--- src/rtl/sha1_round_ctrl_if.sv ---
`default_nettype none
// ============================================================================
// sha1_round_ctrl_if : block handshake and datapath control bundle.  rev 1.0
// ============================================================================
interface sha1_round_ctrl_if;
   logic       blk_valid;
   logic       blk_first;
   logic       blk_last;
   logic       blk_ready;
   logic       abort;
   logic       dp_init_h;
   logic       dp_load_w;
   logic       dp_round_en;
   logic [6:0] dp_round;
   logic [1:0] dp_fsel;
   logic       dp_update_h;
   logic       digest_valid;
   logic       digest_ack;
   logic       busy;
   logic       err;

   modport master (
      output blk_valid, blk_first, blk_last, abort, digest_ack,
      input  blk_ready, dp_init_h, dp_load_w, dp_round_en, dp_round, dp_fsel,
             dp_update_h, digest_valid, busy, err
   );

   modport slave (
      input  blk_valid, blk_first, blk_last, abort, digest_ack,
      output blk_ready, dp_init_h, dp_load_w, dp_round_en, dp_round, dp_fsel,
             dp_update_h, digest_valid, busy, err
   );
endinterface
`default_nettype wire

--- src/rtl/sha1_round_ctrl.sv ---
`default_nettype none
// ============================================================================
// sha1_round_ctrl : SHA-1 block/round sequencer driving an external datapath.
// rev 1.0
// ============================================================================
module sha1_round_ctrl #(
   parameter int ROUNDS = 80
) (
   input  wire logic         clk,
   input  wire logic         rst,
   sha1_round_ctrl_if.slave  bus
);

   localparam logic [6:0] c_last_t = 7'(ROUNDS - 1);
   localparam logic [6:0] c_q1     = 7'(ROUNDS / 4);
   localparam logic [6:0] c_q2     = 7'(ROUNDS / 2);
   localparam logic [6:0] c_q3     = 7'((3 * ROUNDS) / 4);

   if ((ROUNDS % 4) != 0 || ROUNDS < 4 || ROUNDS > 128) begin : g_bad_rounds
      $error("sha1_round_ctrl: ROUNDS must be a multiple of 4 in 4..128");
   end

   typedef enum logic [2:0] {
      ST_IDLE   = 3'd0,
      ST_LOAD   = 3'd1,
      ST_ROUND  = 3'd2,
      ST_UPDATE = 3'd3,
      ST_DONE   = 3'd4
   } state_e;

   state_e     state_q, state_d;
   logic [6:0] t_q, t_d;
   logic       first_q, first_d;
   logic       last_q, last_d;
   logic       msg_active_q, msg_d;
   logic       err_d;
   logic [1:0] fsel_d;

   logic       dp_init_h_q, dp_load_w_q, dp_round_en_q, dp_update_h_q;
   logic [6:0] dp_round_q;
   logic [1:0] dp_fsel_q;
   logic       digest_valid_q, busy_q, err_q;

   logic       w_blk_ready;
   logic       w_hs;

   // Ready is the only output that looks at inputs; it is forced low in reset.
   assign w_blk_ready = (state_q == ST_IDLE) & ~bus.abort & ~rst;
   assign w_hs        = bus.blk_valid & w_blk_ready;

   always_comb begin
      state_d = state_q;
      t_d     = t_q;
      first_d = first_q;
      last_d  = last_q;
      msg_d   = msg_active_q;
      err_d   = 1'b0;
      case (state_q)
         ST_IDLE: begin
            if (bus.abort) begin
               msg_d = 1'b0;
            end else if (w_hs) begin
               if (!bus.blk_first && !msg_active_q) begin
                  err_d = 1'b1;
               end else begin
                  state_d = ST_LOAD;
                  first_d = bus.blk_first;
                  last_d  = bus.blk_last;
                  if (bus.blk_first) msg_d = 1'b1;
               end
            end
         end
         ST_LOAD: begin
            state_d = ST_ROUND;
            t_d     = 7'd0;
         end
         ST_ROUND: begin
            if (t_q == c_last_t) begin
               state_d = ST_UPDATE;
               t_d     = 7'd0;
            end else begin
               t_d = t_q + 7'd1;
            end
         end
         ST_UPDATE: begin
            if (last_q) begin
               state_d = ST_DONE;
               msg_d   = 1'b0;
            end else begin
               state_d = ST_IDLE;
            end
         end
         ST_DONE: begin
            if (bus.digest_ack) state_d = ST_IDLE;
         end
         default: state_d = ST_IDLE;
      endcase
      if (bus.abort && state_q != ST_IDLE) begin
         state_d = ST_IDLE;
         t_d     = 7'd0;
         msg_d   = 1'b0;
      end
   end

   // Round-function group, by threshold compare rather than a divider.
   always_comb begin
      fsel_d = 2'd0;
      if (t_d >= c_q3)      fsel_d = 2'd3;
      else if (t_d >= c_q2) fsel_d = 2'd2;
      else if (t_d >= c_q1) fsel_d = 2'd1;
   end

   always_ff @(posedge clk or posedge rst) begin
      if (rst) begin
         state_q        <= ST_IDLE;
         t_q            <= 7'd0;
         first_q        <= 1'b0;
         last_q         <= 1'b0;
         msg_active_q   <= 1'b0;
         dp_init_h_q    <= 1'b0;
         dp_load_w_q    <= 1'b0;
         dp_round_en_q  <= 1'b0;
         dp_round_q     <= 7'd0;
         dp_fsel_q      <= 2'd0;
         dp_update_h_q  <= 1'b0;
         digest_valid_q <= 1'b0;
         busy_q         <= 1'b0;
         err_q          <= 1'b0;
      end else begin
         state_q        <= state_d;
         t_q            <= t_d;
         first_q        <= first_d;
         last_q         <= last_d;
         msg_active_q   <= msg_d;
         dp_init_h_q    <= (state_d == ST_LOAD) & first_d;
         dp_load_w_q    <= (state_d == ST_LOAD);
         dp_round_en_q  <= (state_d == ST_ROUND);
         dp_round_q     <= (state_d == ST_ROUND) ? t_d : 7'd0;
         dp_fsel_q      <= (state_d == ST_ROUND) ? fsel_d : 2'd0;
         dp_update_h_q  <= (state_d == ST_UPDATE);
         digest_valid_q <= (state_d == ST_DONE);
         busy_q         <= (state_d != ST_IDLE);
         err_q          <= err_d;
      end
   end

   assign bus.blk_ready    = w_blk_ready;
   assign bus.dp_init_h    = dp_init_h_q;
   assign bus.dp_load_w    = dp_load_w_q;
   assign bus.dp_round_en  = dp_round_en_q;
   assign bus.dp_round     = dp_round_q;
   assign bus.dp_fsel      = dp_fsel_q;
   assign bus.dp_update_h  = dp_update_h_q;
   assign bus.digest_valid = digest_valid_q;
   assign bus.busy         = busy_q;
   assign bus.err          = err_q;

endmodule
`default_nettype wire
--- src/flat_wrapper.sv ---
// flat-port wrapper written by rule: the top's interface ports become plain ports
module sha1_round_ctrl_flat 
#(
   parameter int ROUNDS = 80
)
  (clk, rst, bus_blk_valid, bus_blk_first, bus_blk_last, bus_abort, bus_digest_ack, bus_blk_ready, bus_dp_init_h, bus_dp_load_w, bus_dp_round_en, bus_dp_round, bus_dp_fsel, bus_dp_update_h, bus_digest_valid, bus_busy, bus_err);
  sha1_round_ctrl_if bus_i ();
  input  wire logic clk;
  input  wire logic rst;
  input wire logic [$bits(bus_i.blk_valid)-1:0] bus_blk_valid;
  input wire logic [$bits(bus_i.blk_first)-1:0] bus_blk_first;
  input wire logic [$bits(bus_i.blk_last)-1:0] bus_blk_last;
  input wire logic [$bits(bus_i.abort)-1:0] bus_abort;
  input wire logic [$bits(bus_i.digest_ack)-1:0] bus_digest_ack;
  output wire logic [$bits(bus_i.blk_ready)-1:0] bus_blk_ready;
  output wire logic [$bits(bus_i.dp_init_h)-1:0] bus_dp_init_h;
  output wire logic [$bits(bus_i.dp_load_w)-1:0] bus_dp_load_w;
  output wire logic [$bits(bus_i.dp_round_en)-1:0] bus_dp_round_en;
  output wire logic [$bits(bus_i.dp_round)-1:0] bus_dp_round;
  output wire logic [$bits(bus_i.dp_fsel)-1:0] bus_dp_fsel;
  output wire logic [$bits(bus_i.dp_update_h)-1:0] bus_dp_update_h;
  output wire logic [$bits(bus_i.digest_valid)-1:0] bus_digest_valid;
  output wire logic [$bits(bus_i.busy)-1:0] bus_busy;
  output wire logic [$bits(bus_i.err)-1:0] bus_err;
  assign bus_i.blk_valid = bus_blk_valid;
  assign bus_i.blk_first = bus_blk_first;
  assign bus_i.blk_last = bus_blk_last;
  assign bus_i.abort = bus_abort;
  assign bus_i.digest_ack = bus_digest_ack;
  assign bus_blk_ready = bus_i.blk_ready;
  assign bus_dp_init_h = bus_i.dp_init_h;
  assign bus_dp_load_w = bus_i.dp_load_w;
  assign bus_dp_round_en = bus_i.dp_round_en;
  assign bus_dp_round = bus_i.dp_round;
  assign bus_dp_fsel = bus_i.dp_fsel;
  assign bus_dp_update_h = bus_i.dp_update_h;
  assign bus_digest_valid = bus_i.digest_valid;
  assign bus_busy = bus_i.busy;
  assign bus_err = bus_i.err;
  sha1_round_ctrl #(.ROUNDS(ROUNDS)) u_core (.clk(clk), .rst(rst), .bus(bus_i));
endmodule
--- config.mk ---
export PLATFORM = sky130hd
export DESIGN_NAME = sha1_round_ctrl_flat
export DESIGN_NICKNAME = d
export VERILOG_FILES = /design/src/rtl/sha1_round_ctrl_if.sv /design/src/rtl/sha1_round_ctrl.sv /design/src/flat_wrapper.sv
export SDC_FILE = /design/constraint.sdc
export NUM_CORES = 1
export LEC_CHECK = 0
export BUFFER_PORTS_ARGS = -buffer_cell sky130_fd_sc_hd__buf_4
export CORE_UTILIZATION = 30
export DETAILED_ROUTE_END_ITERATION = 10
export SLEW_MARGIN = 0
export SYNTH_ARGS = -nofsm -noshare
export SYNTH_HDL_FRONTEND = slang
export SYNTH_SLANG_ARGS = --single-unit
--- constraint.sdc ---
create_clock -name clk -period 2.8 [get_ports clk]
set_clock_uncertainty 0.1 [all_clocks]
set_input_delay 0.42 -clock clk [delete_from_list [all_inputs] [get_ports clk]]
set_output_delay 0.42 -clock clk [all_outputs]
set_load 0.005 [all_outputs]
==> metrics.md <==
| Metric | Value |
|---|---|
| Status | finished, final reports clean |
| RSZ-0062 raised after global routing | no |
| Pre-CTS setup slack | 0.4974 ns |
| Fraction of layout cells with a size suffix above 1 | 25.00% |
| Row Count | 23 |
| Worst slew pin tran | 0.4942 ns |
| # hold bufs at CTS | 0 |
| Core area | 0.004115 mm2 |
| Worst-skew pair later-pin latency | 0.27 ns |
| Combinational share of power | 11.0% |
| Mapped Nets | 130 |
| Vias | 994 |
| Max_slew headroom | 67.05% |
| Largest fanout on the critical path | 18 |
| H-tree lvl count | 1 |
| Drt total wl | 2672 um |
| Critical path required time | 2.85 ns |
| Antenna Cells | 0 |
| Static Leak | 0.7396 nW |
| Hold Vio Cnt, Final | 0 |
| Routed length per instance | 13.77 um |
| CTS tree | built |
| Post-CTS setup buffers | 0 |
| #FFs+latches synth | 28 |
| Post-synthesis sequential area ratio | 52.73% |
| WS Path Type | reg2reg |
| Total of max-cap violations | 0 |
| R2R Path End | u_core.bus.dp_round[3]$_DFF_PP0_ |
| Die Height | 68.55 um |
| Boundary Pins | 24 |
| Internal power | 0.6642 mW |
| CP Capture Type | flop |
| Initial core utilization | 32.29% |
| Part of the power in registers | 52.8% |
| Clk slew on worst S/H paths | 0.09 ns |
| Worst Hold Class | in2async |
| Setup TNS | 0 ns |
| Root buffer cell | clkbuf_8 |
| Clock Sinks | 28 |
| Vias in the first global route | 1,038 |
| Synth top area share | 52.73% |
| Post-cts sizing count | 0 |
| Final worst setup slack | 0.4639 ns |
| Full die area | 0.004699 mm2 |
| Switching share of power | 22.63% |
| DRC | 0 |
| Antenna-violating nets left | 0 |
| Total track usage | 13.04% |
| VDD IR max | 0.2036 mV |
| Placer congestion estimate | 0.7544 |
| Drt pass-1 iters | 4 |
| Final Max Slew Viols | 0 |
| Distinct cell type count after synthesis | 43 |
| Antenna violations before repair | 0 |
| Area grow syn2layout | 18.55% |
| R2r setup slk | 0.46 ns |
| First-pass GRT wire length | 4602 um |
| Final Util | 38.28% |
| Cts bufs inserted | 3 |
| Tot Pwr | 0.8585 mW |
| Nets@finish | 153 |
| Pwr/cell area | 545.0 mW/mm2 |
| Synthesis Warnings | 0 |
| Maximum clock frequency | 428.1 MHz |
| Total congestion overflow | 0 |
| Reg-to-reg critical path startpoint | u_core.state_q[2]$_DFF_PP0_ |
| Reg2Reg Depth | 5 |
| Commonest non-fill, non-tap cells in the layout | dfrtp_1 (28), buf_4 (24), nor2_1 (9) |
| Crit path arrival time | 2.38 ns |
| Cell Area, Placed | 0.001504 mm2 |
| Pin count of the biggest net entering global routing | 29 |
| Final HPWL DP | 2013 um |
| Top area cells in the synthesized netlist | dfrtp_1 (53%), nand2b_1 (2.8%), nor2_1 (2.5%), buf_6 (2.5%), o21ai_0 (2.3%) |
| Initial DRC count | 73 |
| Synthesized instance count | 122 |
| Die width | 68.55 um |
| Port bufs | 23 |
| Max clock buf depth | 2 |
| Crit path time final | 2.336 ns |
| Synth Cell Area | 0.001329 mm2 |
| Clk pwr share | 36.2% |
| Final setup vio count | 0 |
| Commonest non-fill, non-tap cell in the layout | dfrtp_1 |
| DR vias/cell | 5.124 |
| Final design area excluding fillers | 0.001575 mm2 |
| Startpoint types | flop |
| NetSw | 0.1943 mW |
| Area leader, netlist | dfrtp_1 |
| Syn avg cell area | 10.89 um2 |
| Final Cycle Share | 83.43% |
-- cell usage after synthesis (all sizes together) --
library cell	count
and2	3
o21a	1
nor3	3
a41oi	1
o41a	1
o41ai	2
dfrtp	28
xnor2	2
mux2	1
a2bb2oi	1
nand2	7
nor2	9
nand4	1
or3	3
or3b	2
buf	5
o32ai	1
clkbuf	1
ha	1
nor3b	1
nor4bb	1
inv	6
o211ai	2
a21oi	5
nand3	3
o22a	1
o21ai	7
o221a	1
o2111a	1
nor4b	1
or2b	1
a211oi	1
nor2b	3
nand2b	7
xor2	1
nand4b	2
nor4	3
or2	2
-- sequential cells by signal, summed over array words and instances (netlist names) --
signal / flops
u_core.bus.dp_update_h: 1
u_core.bus.dp_load_w: 1
u_core.bus.digest_valid: 1
u_core.state_q: 3
u_core.bus.busy: 1
u_core.last_q: 1
u_core.bus.dp_round_en: 1
u_core.bus.dp_round: 7
u_core.bus.dp_init_h: 1
u_core.msg_active_q: 1
u_core.t_q: 7
u_core.bus.err: 1
u_core.bus.dp_fsel: 2
-- stage by stage --
stage / hold slack, ns / std cells
floorplan: 0.3299 / 122
global placement: 0.3613 / 190
detailed placement: 0.3660 / 190
CTS: 0.1294 / 194
global route: 0.1545 / 194
finish: 0.1183 / 194
-- power by group through the flow --
| stage | Combinational (mW) | Clock, mW | Sequential, mW |
|---|---|---|---|
| 6_report | 0.0947 | 0.311 | 0.453 |
| 5_1_grt | 0.113 | 0.336 | 0.456 |
| 4_1_cts | 0.0962 | 0.316 | 0.453 |
| 3_5_place_dp | 0.0958 | 0 | 0.461 |
| 3_3_place_gp | 0.0937 | 0 | 0.460 |
| 2_1_floorplan | 0.0702 | 0 | 0.454 |
-- per-layer routing --
metal / up-vias / GRT usage (%) / routed length (um) / part of all wire, %
met4: 0 / 5.990 / 65 / 2.4
met3: 9 / 1.480 / 100 / 3.7
met5: - / 0 / 0 / 0
met2: 24 / 22.18 / 1407 / 53
li1: 478 / - / - / -
met1: 483 / 16.46 / 1098 / 41
-- how the worst max path moves through the flow --
stage | startpoint | slack [ns] | cells past startpoint | endpoint
after floorplan | u_core.state_q[2]$_DFF_PP0_ | 0.81 | 7 | u_core.bus.dp_fsel[0]$_DFF_PP0_
after global placement | u_core.state_q[2]$_DFF_PP0_ | 0.58 | 5 | u_core.bus.dp_round[0]$_DFF_PP0_
after detailed placement | u_core.state_q[2]$_DFF_PP0_ | 0.50 | 5 | u_core.bus.dp_round[3]$_DFF_PP0_
after CTS | u_core.state_q[1]$_DFF_PP0_ | 0.49 | 5 | u_core.bus.dp_round[3]$_DFF_PP0_
after global routing | u_core.state_q[2]$_DFF_PP0_ | 0.24 | 5 | u_core.bus.dp_round[0]$_DFF_PP0_
final | u_core.state_q[2]$_DFF_PP0_ | 0.46 | 5 | u_core.bus.dp_round[3]$_DFF_PP0_
-- logic make-up after synthesis --
logic type,Yosys count,share of synthesized area [%]
AOI/OAI and AO/OA,25,14.13
xor gates and xnor gates,3,1.978
adders and majority gates,1,0.9415
buffers and inverters,12,6.778
DFF,28,52.73
muxes,1,0.8474
and+or+nand+nor,52,22.60
-- critical path, stage by stage (launching register included) --
cell      delay [ns]
dfrtp_1         0.57
or3b_1          0.47
nor4_1          0.36
o22a_1          0.25
nand2b_1        0.37
nor3b_1         0.10
-- final cells by class --
cell class | count | area, um2
multi-input combinational | 82 | 538.0
tap | 50 | 62.56
fill | 413 | 2540
clock buffer | 3 | 41.29
inverter | 6 | 22.52
clock inverter | 1 | 30.03
sequential | 28 | 700.7
timing repair buffer | 24 | 180.2
(Power assumes the default switching activity.)
